$ cat src/rtl/kara_pkg.sv
// Shared constants and state encoding for the Karatsuba multiplier product
// accumulator stage.
package kara_pkg;

   localparam int MUL_N = 32;
   localparam int PW    = 2 * MUL_N;
   localparam int GW    = 16;
   localparam int AW    = PW + GW;
   localparam int LW    = 8;

   typedef enum logic [1:0] {
      IDLE = 2'd0,
      ACC  = 2'd1,
      HOLD = 2'd2
   } state_t;

endpackage

$ cat src/rtl/kara_prod_accum_if.sv
// Product input and result output handshakes of the product accumulator.
interface kara_prod_accum_if #(
   parameter int PW = kara_pkg::PW,
   parameter int AW = kara_pkg::AW,
   parameter int LW = kara_pkg::LW
);

   logic          in_valid;
   logic          in_ready;
   logic [PW-1:0] in_prod;
   logic          out_valid;
   logic          out_ready;
   logic [AW-1:0] out_sum;
   logic [LW-1:0] out_cnt;
   logic          out_ovf;

   modport master (
      output in_valid, in_prod, out_ready,
      input  in_ready, out_valid, out_sum, out_cnt, out_ovf
   );

   modport slave (
      input  in_valid, in_prod, out_ready,
      output in_ready, out_valid, out_sum, out_cnt, out_ovf
   );

endinterface

$ cat src/rtl/kara_prod_accum.sv
// Accumulates a programmed number of 64-bit multiplier products into a
// guarded sum and presents the result over a valid/ready port.
module kara_prod_accum #(
   parameter int PW = kara_pkg::PW,
   parameter int GW = kara_pkg::GW,
   parameter int LW = kara_pkg::LW
) (
   input  logic          clk,
   input  logic          rst_n,
   input  logic          start,
   input  logic [LW-1:0] len,
   input  logic          abort,
   output logic          busy,
   kara_prod_accum_if.slave bus
);

   import kara_pkg::*;

   localparam int AW = PW + GW;

   state_t        state, state_n;
   logic [AW-1:0] acc;
   logic [LW-1:0] cnt;
   logic [LW-1:0] len_q;
   logic          ovf;
   logic          xfer;
   logic [AW:0]   sum_w;

   assign sum_w = {1'b0, acc} + (AW+1)'(bus.in_prod);

   always_ff @(posedge clk) begin
      if (!rst_n) state <= IDLE;
      else        state <= state_n;
   end

   // abort outranks a coincident transfer, so xfer is masked here
   always_comb begin
      state_n = state;
      xfer    = 1'b0;
      case (state)
         IDLE: begin
            if (start) state_n = (len == '0) ? HOLD : ACC;
         end
         ACC: begin
            xfer = bus.in_valid & ~abort;
            if (abort)
               state_n = IDLE;
            else if (bus.in_valid && ((cnt + LW'(1)) == len_q))
               state_n = HOLD;
         end
         HOLD: begin
            if (abort || bus.out_ready) state_n = IDLE;
         end
         default: state_n = IDLE;
      endcase
   end

   always_ff @(posedge clk) begin
      if (!rst_n) begin
         acc   <= '0;
         cnt   <= '0;
         len_q <= '0;
         ovf   <= 1'b0;
      end else if (state == IDLE && start) begin
         acc   <= '0;
         cnt   <= '0;
         len_q <= len;
         ovf   <= 1'b0;
      end else if (xfer) begin
         acc <= sum_w[AW-1:0];
         cnt <= cnt + LW'(1);
         if (sum_w[AW]) ovf <= 1'b1;
      end
   end

   assign bus.in_ready  = (state == ACC);
   assign bus.out_valid = (state == HOLD);
   assign bus.out_sum   = acc;
   assign bus.out_cnt   = cnt;
   assign bus.out_ovf   = ovf;
   assign busy          = (state != IDLE);

   a_valid_in_hold: assert property (@(posedge clk) disable iff (!rst_n)
      bus.out_valid |-> (state == HOLD));

   a_out_stable: assert property (@(posedge clk) disable iff (!rst_n)
      (bus.out_valid && !bus.out_ready && !abort) |=>
         (bus.out_valid && $stable(bus.out_sum) && $stable(bus.out_cnt) && $stable(bus.out_ovf)));

   a_cnt_bound: assert property (@(posedge clk) disable iff (!rst_n)
      cnt <= len_q);

endmodule

$ cat src/flat_wrapper.sv
// flat-port wrapper written by rule: the top's interface ports become plain ports
module kara_prod_accum_flat import kara_pkg::*;
#(
   parameter int PW = kara_pkg::PW,
   parameter int GW = kara_pkg::GW,
   parameter int LW = kara_pkg::LW
)
  (clk, rst_n, start, len, abort, busy, bus_in_valid, bus_in_prod, bus_out_ready, bus_in_ready, bus_out_valid, bus_out_sum, bus_out_cnt, bus_out_ovf);
  kara_prod_accum_if #(.PW(PW), .AW(80), .LW(LW)) bus_i ();
  input  logic clk;
  input  logic rst_n;
  input  logic start;
  input  logic [LW-1:0] len;
  input  logic abort;
  output logic busy;
  input wire logic [$bits(bus_i.in_valid)-1:0] bus_in_valid;
  input wire logic [$bits(bus_i.in_prod)-1:0] bus_in_prod;
  input wire logic [$bits(bus_i.out_ready)-1:0] bus_out_ready;
  output wire logic [$bits(bus_i.in_ready)-1:0] bus_in_ready;
  output wire logic [$bits(bus_i.out_valid)-1:0] bus_out_valid;
  output wire logic [$bits(bus_i.out_sum)-1:0] bus_out_sum;
  output wire logic [$bits(bus_i.out_cnt)-1:0] bus_out_cnt;
  output wire logic [$bits(bus_i.out_ovf)-1:0] bus_out_ovf;
  assign bus_i.in_valid = bus_in_valid;
  assign bus_i.in_prod = bus_in_prod;
  assign bus_i.out_ready = bus_out_ready;
  assign bus_in_ready = bus_i.in_ready;
  assign bus_out_valid = bus_i.out_valid;
  assign bus_out_sum = bus_i.out_sum;
  assign bus_out_cnt = bus_i.out_cnt;
  assign bus_out_ovf = bus_i.out_ovf;
  kara_prod_accum #(.PW(PW), .GW(GW), .LW(LW)) u_core (.clk(clk), .rst_n(rst_n), .start(start), .len(len), .abort(abort), .busy(busy), .bus(bus_i));
endmodule
$ cat config.mk
export PLATFORM = sky130hd
export DESIGN_NAME = kara_prod_accum_flat
export DESIGN_NICKNAME = d
export VERILOG_FILES = /design/src/rtl/kara_pkg.sv /design/src/rtl/kara_prod_accum_if.sv /design/src/rtl/kara_prod_accum.sv /design/src/flat_wrapper.sv
export SDC_FILE = /design/constraint.sdc
export NUM_CORES = 1
export LEC_CHECK = 0
export CAP_MARGIN = 20
export CELL_PAD_IN_SITES_DETAIL_PLACEMENT = 0
export CELL_PAD_IN_SITES_GLOBAL_PLACEMENT = 1
export CORE_AREA = 2 2 157 159
export DETAILED_ROUTE_END_ITERATION = 8
export DIE_AREA = 0 0 159 161
export GPL_ROUTABILITY_DRIVEN = 0
export PLACE_DENSITY = 0.8
export SYNTH_ARGS = -nofsm -noshare
export SYNTH_HDL_FRONTEND = slang
export SYNTH_SLANG_ARGS = --single-unit
$ cat constraint.sdc
create_clock -name clk -period 3.55 [get_ports clk]
set_input_delay 1.065 -clock clk [delete_from_list [all_inputs] [get_ports clk]]
set_output_delay 1.065 -clock clk [all_outputs]
set_load 0.02 [all_outputs]
==> results.yml, run 1 <==
routing:
  drt-vias-per-instance: 5.25
  wire_per_inst_um: 16.3
  first_pass_iters: 5
  drc: 0
  routed_wl_um: 29200
  drtIter0Drc: 483
  ant_nets: 0
  vias: 9432
hold_path:
  hold_end: "u_core.bus.out_sum[52]$_SDFFE_PP0P_"
  hold_path_class: "reg -> reg"
  hold_depth: 2
  min_from: "u_core.bus.out_sum[52]$_SDFFE_PP0P_"
power_and_ir_drop:
  total_leakage_power_nw: 5.33
  pwr_density_cell_mw_per_mm2: 223
  ir_worst_vdd_v: 0.000193
  p_total_mw: 2.88
grt:
  grt.total_usage_pct: 21.9
  grt-ovfl-total: 0
  grt_max_degree: 46
  grt_pass1_vias: 9347
  antenna_found_initial: 5
  grt_pass1_wl_um: 46200
cts:
  cts_tree: "yes"
  cts_buffer_depth: 2
  clock_sinks: 99
  cts.clk_slew.worst_paths_ns: 0.07
  htree_levels: 3
  clkLatencyLatePin_ns: 0.36
  numCtsBuffers: 9
  hold_buffers: 0
  cts_root_buf: "clkbuf_16"
floorplanning:
  fp-row-count: 57
  fp.dieArea_mm2: 0.0256
  die_h_um: 161
  coreArea_mm2: 0.0240
  io_pins: 170
  start_util_pct: 33.3
  die_width_um: 159
setup_path:
  r2r-end: "u_core.bus.out_sum[60]$_SDFFE_PP0P_"
  r2r_slack_ns: 0.44
  critPathLaunchType: "input pin"
  reg2reg_from: "u_core.bus.out_sum[19]$_SDFFE_PP0P_"
  cp_max_fo: 5
  path_class: "in -> reg"
  cp-end-kind: "register"
  cp.arrival_ns: 3.76
  reg2reg_depth: 10
  cp.required_ns: 3.79
run_status:
  status: "finished, final reports clean"
sta:
  min_period_ns: 3.52
  hold_violations: 0
  fin_skew_ns: 0.00944
  max_slew_margin_pct: 64.4
  slew_viol_final: 0
  tightest_slew_ns: 0.533
  fmax_mhz: 284
  fin_tns_setup_ns: 0
  setup_viol: 0
  post-route-period-util_pct: 99.1
  rsz0062_at_grt: "yes"
flow_run:
  max-cap-violations: 0
logic_synthesis:
  netlist_area_mm2: 0.00799
  ys_types: 72
  synth.net_count: 1222
  synth_ff_type: "dfxtp_1"
  ys_ff_latch: 99
  yosys_warnings: 0
  synthCells: 1078
  avgSynthCellArea_um2: 7.41
  synth_edf_count: 0
  synthArstFlopShare_pct: 0
  yosysSeqAreaShare_pct: 24.8
final_layout:
  final_common_cell: "buf_4"
  post-route-util_pct: 54.0
  drive_gt1_share_pct: 28.4
  areaGrowthSynthToFinish_pct: 61.9
  layout_common_cells: "buf_4, nand2_1, clkdlybuf4s50_1"
  fillers: 2289
  nNetsFinal: 1609
placed_design:
  io_buffers: 169
  dp_hpwl_um: 21800
-- cell type report --
| type | count | area [um^2] | share of cell area, % |
|---|---|---|---|
| tap | 324 | 405 | 3.13 |
| clock inverter | 6 | 51.3 | 0.397 |
| inverter | 22 | 82.6 | 0.638 |
| clock buffer | 10 | 239 | 1.85 |
| multi-input combinational | 902 | 6560 | 50.7 |
| antenna | 2 | 5.00 | 0.0387 |
| timing repair buffer | 431 | 3610 | 27.9 |
| sequential | 99 | 1980 | 15.3 |
-- critical path, stage by stage --
cell,delay (ns)
buf_6,0.10
ha_4,0.30
nand4_4,0.09
or4_4,0.53
or4_4,0.53
o221a_4,0.26
o21ai_4,0.10
a21oi_2,0.10
a211oi_2,0.35
mux2i_1,0.26
nand2_1,0.08
-- report_power, final --
part	switching (mW)	total [mW]	internal, mW
clock network	0.506	1.02	0.511
logic	0.360	0.721	0.361
registers	0.0173	1.14	1.13
total	0.883	2.88	2.00
-- worst max-delay path by stage --
| stage | cells past startpoint | from | slack, ns | end |
|---|---|---|---|---|
| floorplan | 11 | bus_in_prod[22] | -0.15 | u_core.bus.out_sum[48]$_SDFFE_PP0P_ |
| global placement | 12 | bus_in_prod[0] | -0.93 | u_core.bus.out_sum[70]$_SDFFE_PP0P_ |
| detailed placement | 12 | bus_in_prod[0] | -1.06 | u_core.bus.out_sum[70]$_SDFFE_PP0P_ |
| CTS | 12 | bus_in_prod[0] | -0.04 | u_core.bus.out_sum[70]$_SDFFE_PP0P_ |
| global route | 12 | bus_in_prod[19] | -0.06 | u_core.bus.out_sum[70]$_SDFFE_PP0P_ |
| finish | 11 | bus_in_prod[19] | 0.03 | u_core.bus.out_sum[60]$_SDFFE_PP0P_ |
-- per-layer routing --
layer / vias to the layer above / wire length [um] / GRT usage [%]
li1: 4713 / - / -
met1: 4402 / 13100 / 27.8
met2: 264 / 13800 / 37.9
met3: 49 / 1710 / 4.01
met4: 4 / 562 / 6.20
met5: - / 20 / 0
-- flip-flops by register name, indices dropped and copies added, names as in the netlist --
name	flops
u_core.bus.out_cnt	8
u_core.bus.out_ovf	1
u_core.bus.out_sum	80
u_core.len_q	8
u_core.state	2
-- cell families after synthesis --
group           synth area share, %
buf+inv                        3.99
simple gates                   23.1
compound gates                 29.8
fa+ha+maj                      10.4
xor+xnor                       6.90
mux                           0.892
flops                          24.8
-- timing repair --
item	4_1_cts	5_1_grt
endpoints found under the setup margin	46	35
pin swaps	52	43
resized for setup	152	57
cloned	2	0
setup buffers	23	10
-- synth_stat cells (7+ instances only) --
cell type	instances	area [um^2]
nand2_1	194	728
a21oi_1	142	711
dfxtp_1	99	1980
ha_1	65	813
o21ai_0	65	325
a21o_1	50	375
nor2_1	50	188
clkbuf_1	44	165
xnor2_1	36	315
xor2_1	27	236
nand4_1	25	156
nand3_1	23	115
inv_1	22	82.6
and3_1	15	93.8
nor3_1	15	75.1
o21bai_1	12	90.1
or3_1	11	68.8
a21boi_0	10	75.1
a211oi_1	9	67.6
and2_1	9	56.3
o31ai_1	9	67.6
or4_1	9	67.6
nand2b_1	8	50.1
a31oi_1	7	43.8
o211ai_1	7	52.6
-- per-stage QoR --
step / hold WS [ns] / instance area, um^2 / instances / setup slack (ns)
floorplan: 0.452 / 8150 / 1078 / -0.149
finish: 0.472 / 12900 / 1796 / 0.0332
detailed placement: 0.462 / 11700 / 1744 / -1.06
global route: 0.494 / 12900 / 1795 / -0.0619
CTS: 0.471 / 12600 / 1784 / -0.0425
global placement: 0.460 / 11700 / 1744 / -0.934
(Power assumes the default switching activity.)
==> run 2, diff against run 1 <==
--- a/config.mk
+++ b/config.mk
@@ -9,9 +9,10 @@
 export CELL_PAD_IN_SITES_DETAIL_PLACEMENT = 0
 export CELL_PAD_IN_SITES_GLOBAL_PLACEMENT = 1
-export CORE_AREA = 2 2 157 159
+export CORE_AREA = 2 2 220 114
 export DETAILED_ROUTE_END_ITERATION = 8
-export DIE_AREA = 0 0 159 161
+export DIE_AREA = 0 0 222 116
 export GPL_ROUTABILITY_DRIVEN = 0
 export PLACE_DENSITY = 0.8
+export RECOVER_POWER = 25
 export SYNTH_ARGS = -nofsm -noshare
 export SYNTH_HDL_FRONTEND = slang
==> constraint.sdc (replaced) <==
create_clock -name clk -period 3.55 [get_ports clk]
set_input_delay 0.71 -clock clk [delete_from_list [all_inputs] [get_ports clk]]
set_output_delay 0.71 -clock clk [all_outputs]
set_load 0.02 [all_outputs]
==> run 2 against run 1 <==
Global-route usage rose by 2.1 points. Via count fell by 2.3%. Final area fell by 7.5%. Sequential cell count did not move. Sequential power barely moved. Hold slack improved by 0.0020 ns. Sequential share of layout area rose by 1.2 points. Highest routed layer is now met4. Largest cell class unchanged. First-iteration DRC count rose by 62%. Critical path type unchanged. Register-to-register slack got worse by 0.11 ns. Setup slack improved by 0.082 ns. Die area rose by 0.60%. Count of clock-buffer cells in the layout did not move.
==> results.yml, run 2 (synthesized netlist as in run 1, its figures left out) <==
run_status:
  status: "finished, final reports clean"
final_layout:
  largest_reg_flops: 80
  layout_common_cells: "nand2_1, buf_4, a21oi_1"
  areaGrowthSynthToFinish_pct: 49.7
  fillers: 2300
  drive_gt1_share_pct: 18.8
  nNetsFinal: 1519
  fin_area_mm2: 0.0120
  diodes: 0
  final_common_cell: "nand2_1"
  post-route-util_pct: 50.5
setup_path:
  path_buf_inv: 2
  cp.required_ns: 3.86
  critPathLaunchType: "input pin"
  cp.arrival_ns: 3.75
  crit_path_top_delay_cell: "or4_1"
  worstPathCellList: "clkdlybuf4s50_1, ha_1, buf_4, nand2_1, o21ai_0, a211o_1, o22a_1, o211a_4, o21ai_2, a21o_4, or4_1, a21oi_1"
  cp_max_fo: 6
  path_class: "in -> reg"
  cp_slowest_stage_delay_ns: 0.48
  cp_top_family: "compound AO/OA/AOI/OAI gates"
  cp-end-kind: "register"
grt:
  grt.total_usage_pct: 24.0
  grt_pass1_wl_um: 47900
  grt-ovfl-total: 0
  grt_pass1_vias: 8370
  antenna_found_initial: 0
  grt_max_degree: 61
sta:
  slew_viol_final: 0
  setup_viol: 0
  max_slew_margin_pct: 58.0
  fmax_mhz: 291
  tightest_slew_ns: 0.629
  fin_tns_setup_ns: 0
  hold_violations: 0
  whs_ns: 0.474
  fin_skew_ns: 0.0160
  post-route-period-util_pct: 96.8
  min_period_ns: 3.44
power_and_ir_drop:
  p_int_mw: 2.02
  seqPwrFrac_pct: 39.2
  switchingPower_uw: 899
  ir_worst_vdd_v: 0.000185
  p_total_mw: 2.92
  switching_share_pct: 30.8
  total_leakage_power_nw: 5.13
  pwr_density_cell_mw_per_mm2: 244
  p_clk_share_pct: 38.0
  p_comb_share_pct: 22.8
routing:
  first_pass_iters: 5
  drt-vias-per-instance: 5.44
  wire_per_inst_um: 18.4
  routed_wl_um: 31200
  drc: 0
  drtIter0Drc: 784
  vias: 9219
  ant_nets: 0
cts:
  cts_tree: "yes"
  clkLatencyLatePin_ns: 0.39
  clock_sinks: 99
  hold_buffers: 0
  cts.clk_slew.worst_paths_ns: 0.08
  cts_root_buf: "clkbuf_16"
  htree_levels: 3
  cts_buffer_depth: 2
  numCtsBuffers: 9
hold_path:
  hold_path_class: "reg -> reg"
placed_design:
  io_buffers: 169
  dp_hpwl_um: 24400
  placed_area_mm2: 0.0111
floorplanning:
  die_h_um: 116
  start_util_pct: 33.8
  die_width_um: 222
  fp-row-count: 40
  fp.dieArea_mm2: 0.0258
  io_pins: 170
  coreArea_mm2: 0.0237
flow_run:
  max-cap-violations: 0
[run 2: worst paths after layout]
| check | cells after the start | endpoint | from | slack, ns |
|---|---|---|---|---|
| worst max register to register | 10 | u_core.bus.out_sum[56]$_SDFFE_PP0P_ | u_core.bus.out_sum[16]$_SDFFE_PP0P_ | 0.33 |
| worst min register to register | 2 | u_core.bus.out_sum[32]$_SDFFE_PP0P_ | u_core.bus.out_sum[32]$_SDFFE_PP0P_ | 0.47 |
| worst min-delay path | 2 | u_core.bus.out_sum[32]$_SDFFE_PP0P_ | u_core.bus.out_sum[32]$_SDFFE_PP0P_ | 0.47 |
| worst max-delay path | 12 | u_core.bus.out_sum[73]$_SDFFE_PP0P_ | bus_in_prod[32] | 0.11 |
[run 2: cell type report]
class | count | area [um^2] | share of cell area (%)
inverter | 22 | 82.6 | 0.690
clock inverter | 6 | 78.8 | 0.659
tap | 315 | 394 | 3.29
sequential | 99 | 1980 | 16.6
timing repair buffer | 342 | 3050 | 25.5
clock buffer | 10 | 239 | 2.00
multi-input combinational | 901 | 6140 | 51.3
[run 2: per-stage QoR]
| stage | setup WS, ns | std cells |
|---|---|---|
| 6_report | 0.115 | 1695 |
| 3_3_place_gp | -0.527 | 1669 |
| 4_1_cts | 0.000194 | 1688 |
| 2_1_floorplan | 0.0963 | 1078 |
| 3_5_place_dp | -0.635 | 1669 |
| 5_1_grt | -0.0202 | 1695 |
[run 2: repair_timing]
action / 4_1_cts / 5_1_grt
pin swaps: 9 / 27
setup endpoints to repair: 29 / 31
hold endpoints to repair: 0 / 0
gates cloned: 1 / 0
gates resized for setup: 35 / 53
setup buffers: 2 / 7
[run 2: tightest hold or removal path, delay by kind of cell (launching register included)]
kind / cells / cell delay (ns)
simple gates: 1 / 0.06
flops: 1 / 0.33
compound gates: 1 / 0.05
[run 2: power groups by stage]
| stage | Combinational, mW | Sequential (mW) | Clock, mW |
|---|---|---|---|
| 6_report | 0.667 | 1.15 | 1.11 |
| 5_1_grt | 0.720 | 1.15 | 1.19 |
| 4_1_cts | 0.641 | 1.14 | 1.14 |
| 3_5_place_dp | 0.617 | 1.17 | 0 |
| 3_3_place_gp | 0.614 | 1.17 | 0 |
| 2_1_floorplan | 0.297 | 1.18 | 0 |
[run 2: layer usage]
layer | wire, um | track usage [%]
met2 | 11300 | 30.8
met3 | 2760 | 5.30
met1 | 16800 | 38.9
met4 | 359 | 4.91
met5 | 0 | 0
==> run 3, diff against run 2 <==
Settings changed: RECOVER_POWER 25 to 50.
==> run 3 against run 2 <==
Utilization is essentially flat. Total power is essentially flat. Sequential share of layout area is essentially flat. Final cell count is the same. Register-to-register slack is essentially flat. Critical path type unchanged.
==> results.yml, run 3 (synthesized netlist as in run 1, its figures left out) <==
run_status:
  status: "finished, final reports clean"
routing:
  wire_per_inst_um: 18.4
  vias: 9226
  ant_nets: 0
  drc: 0
  routed_wl_um: 31200
  first_pass_iters: 5
  drtIter0Drc: 803
  drt-vias-per-instance: 5.44
sta:
  whs_ns: 0.474
  max_slew_margin_pct: 35.0
  fmax_mhz: 290
  min_period_ns: 3.45
  post-route-period-util_pct: 97.2
  tightest_slew_ns: 0.974
  hold_violations: 0
  slew_viol_final: 0
  setup_viol: 0
  fin_tns_setup_ns: 0
  fin_skew_ns: 0.0167
cts:
  clkLatencyLatePin_ns: 0.39
  clock_sinks: 99
  cts.clk_slew.worst_paths_ns: 0.08
  numCtsBuffers: 9
  cts_tree: "yes"
  htree_levels: 3
  cts_root_buf: "clkbuf_16"
  cts_buffer_depth: 2
floorplanning:
  die_width_um: 222
  fp.dieArea_mm2: 0.0258
  io_pins: 170
  die_h_um: 116
  coreArea_mm2: 0.0237
  fp-row-count: 40
  start_util_pct: 33.8
setup_path:
  crit_path_top_delay_cell: "or4_1"
  worstPathCellList: "clkdlybuf4s50_1, ha_1, buf_4, nand2_1, o21ai_0, a211o_1, o22a_1, o211a_4, o21ai_2, a21o_4, or4_1, a21oi_1"
  path_buf_inv: 2
  cp_max_fo: 6
  cp_top_family: "compound AO/OA/AOI/OAI gates"
  cp.required_ns: 3.86
  cp.arrival_ns: 3.77
  cp_slowest_stage_delay_ns: 0.48
  critPathLaunchType: "input pin"
  cp-end-kind: "register"
  path_class: "in -> reg"
grt:
  antenna_found_initial: 0
  grt_pass1_wl_um: 47900
  grt.total_usage_pct: 24.0
  grt_max_degree: 61
  grt_pass1_vias: 8370
  grt-ovfl-total: 0
placed_design:
  post-place-cells: 1669
  io_buffers: 169
  dp_hpwl_um: 24400
hold_path:
  hold_path_class: "reg -> reg"
power_and_ir_drop:
  ir_worst_vdd_v: 0.000186
  pwr_density_cell_mw_per_mm2: 244
  total_leakage_power_nw: 5.29
final_layout:
  largest_reg_flops: 80
  stdcell_count: 1695
  layout_common_cells: "nand2_1, buf_4, a21oi_1"
  post-route-util_pct: 50.5
  drive_gt1_share_pct: 18.8
  fillers: 2301
  final_common_cell: "nand2_1"
  areaGrowthSynthToFinish_pct: 49.7
  diodes: 0
  nNetsFinal: 1519
flow_run:
  max-cap-violations: 0
## run 3: path summary, 6_finish.rpt
path,start,end,slack (ns),cells after the start
max,bus_in_prod[32],u_core.bus.out_sum[73]$_SDFFE_PP0P_,0.1,12
min,u_core.bus.out_sum[32]$_SDFFE_PP0P_,u_core.bus.out_sum[32]$_SDFFE_PP0P_,0.47,2
max reg2reg,u_core.bus.out_sum[16]$_SDFFE_PP0P_,u_core.bus.out_sum[56]$_SDFFE_PP0P_,0.34,10
min reg2reg,u_core.bus.out_sum[32]$_SDFFE_PP0P_,u_core.bus.out_sum[32]$_SDFFE_PP0P_,0.47,2
## run 3: metal layers
metal  track usage [%]  up-vias  part of all wire, %
met5                 0        -                    0
met4              4.91        0                  1.4
met3              5.30       26                  8.4
met2              30.8      378                   36
met1              38.9     4284                   54
li1                  -     4538                    -
## run 3: layout make-up
type                            instances  area, um^2  area share [%]
Clock buffer                           10         239            2.00
Clock inverter                          6        78.8           0.659
Inverter                               22        82.6           0.690
Multi-Input combinational cell        901        6140            51.3
Sequential cell                        99        1980            16.6
Tap cell                              315         394            3.29
Timing Repair Buffer                  342        3050            25.5
## run 3: report_power, final
group | internal, mW | switching, mW | total (mW) | leakage [nW]
sequential | 1.13 | 0.0181 | 1.15 | 0.800
clock | 0.582 | 0.529 | 1.11 | 0.157
combinational | 0.313 | 0.353 | 0.666 | 4.34
total | 2.02 | 0.900 | 2.92 | 5.29
## run 3: what timing repair did
action,CTS,global route
cloned,1,0
pin swaps,9,27
endpoints found under the setup margin,29,31
hold buffers,0,0
buffers inserted,2,7
gates resized for setup,35,53
## run 3: tightest hold or removal path, cell delays in order, from the launching register on
cell	delay, ns
dfxtp_1	0.33
nand2_1	0.06
a21oi_1	0.05
## run 3: through the flow
stage	total power [mW]	setup slack, ns	instance area [um^2]
after detailed placement	1.79	-0.635	11100
after floorplan	1.47	0.0963	7990
after global placement	1.78	-0.527	11100
final	2.92	0.0978	12000
after CTS	2.93	0.000194	11700
after global routing	3.05	-0.0202	12000
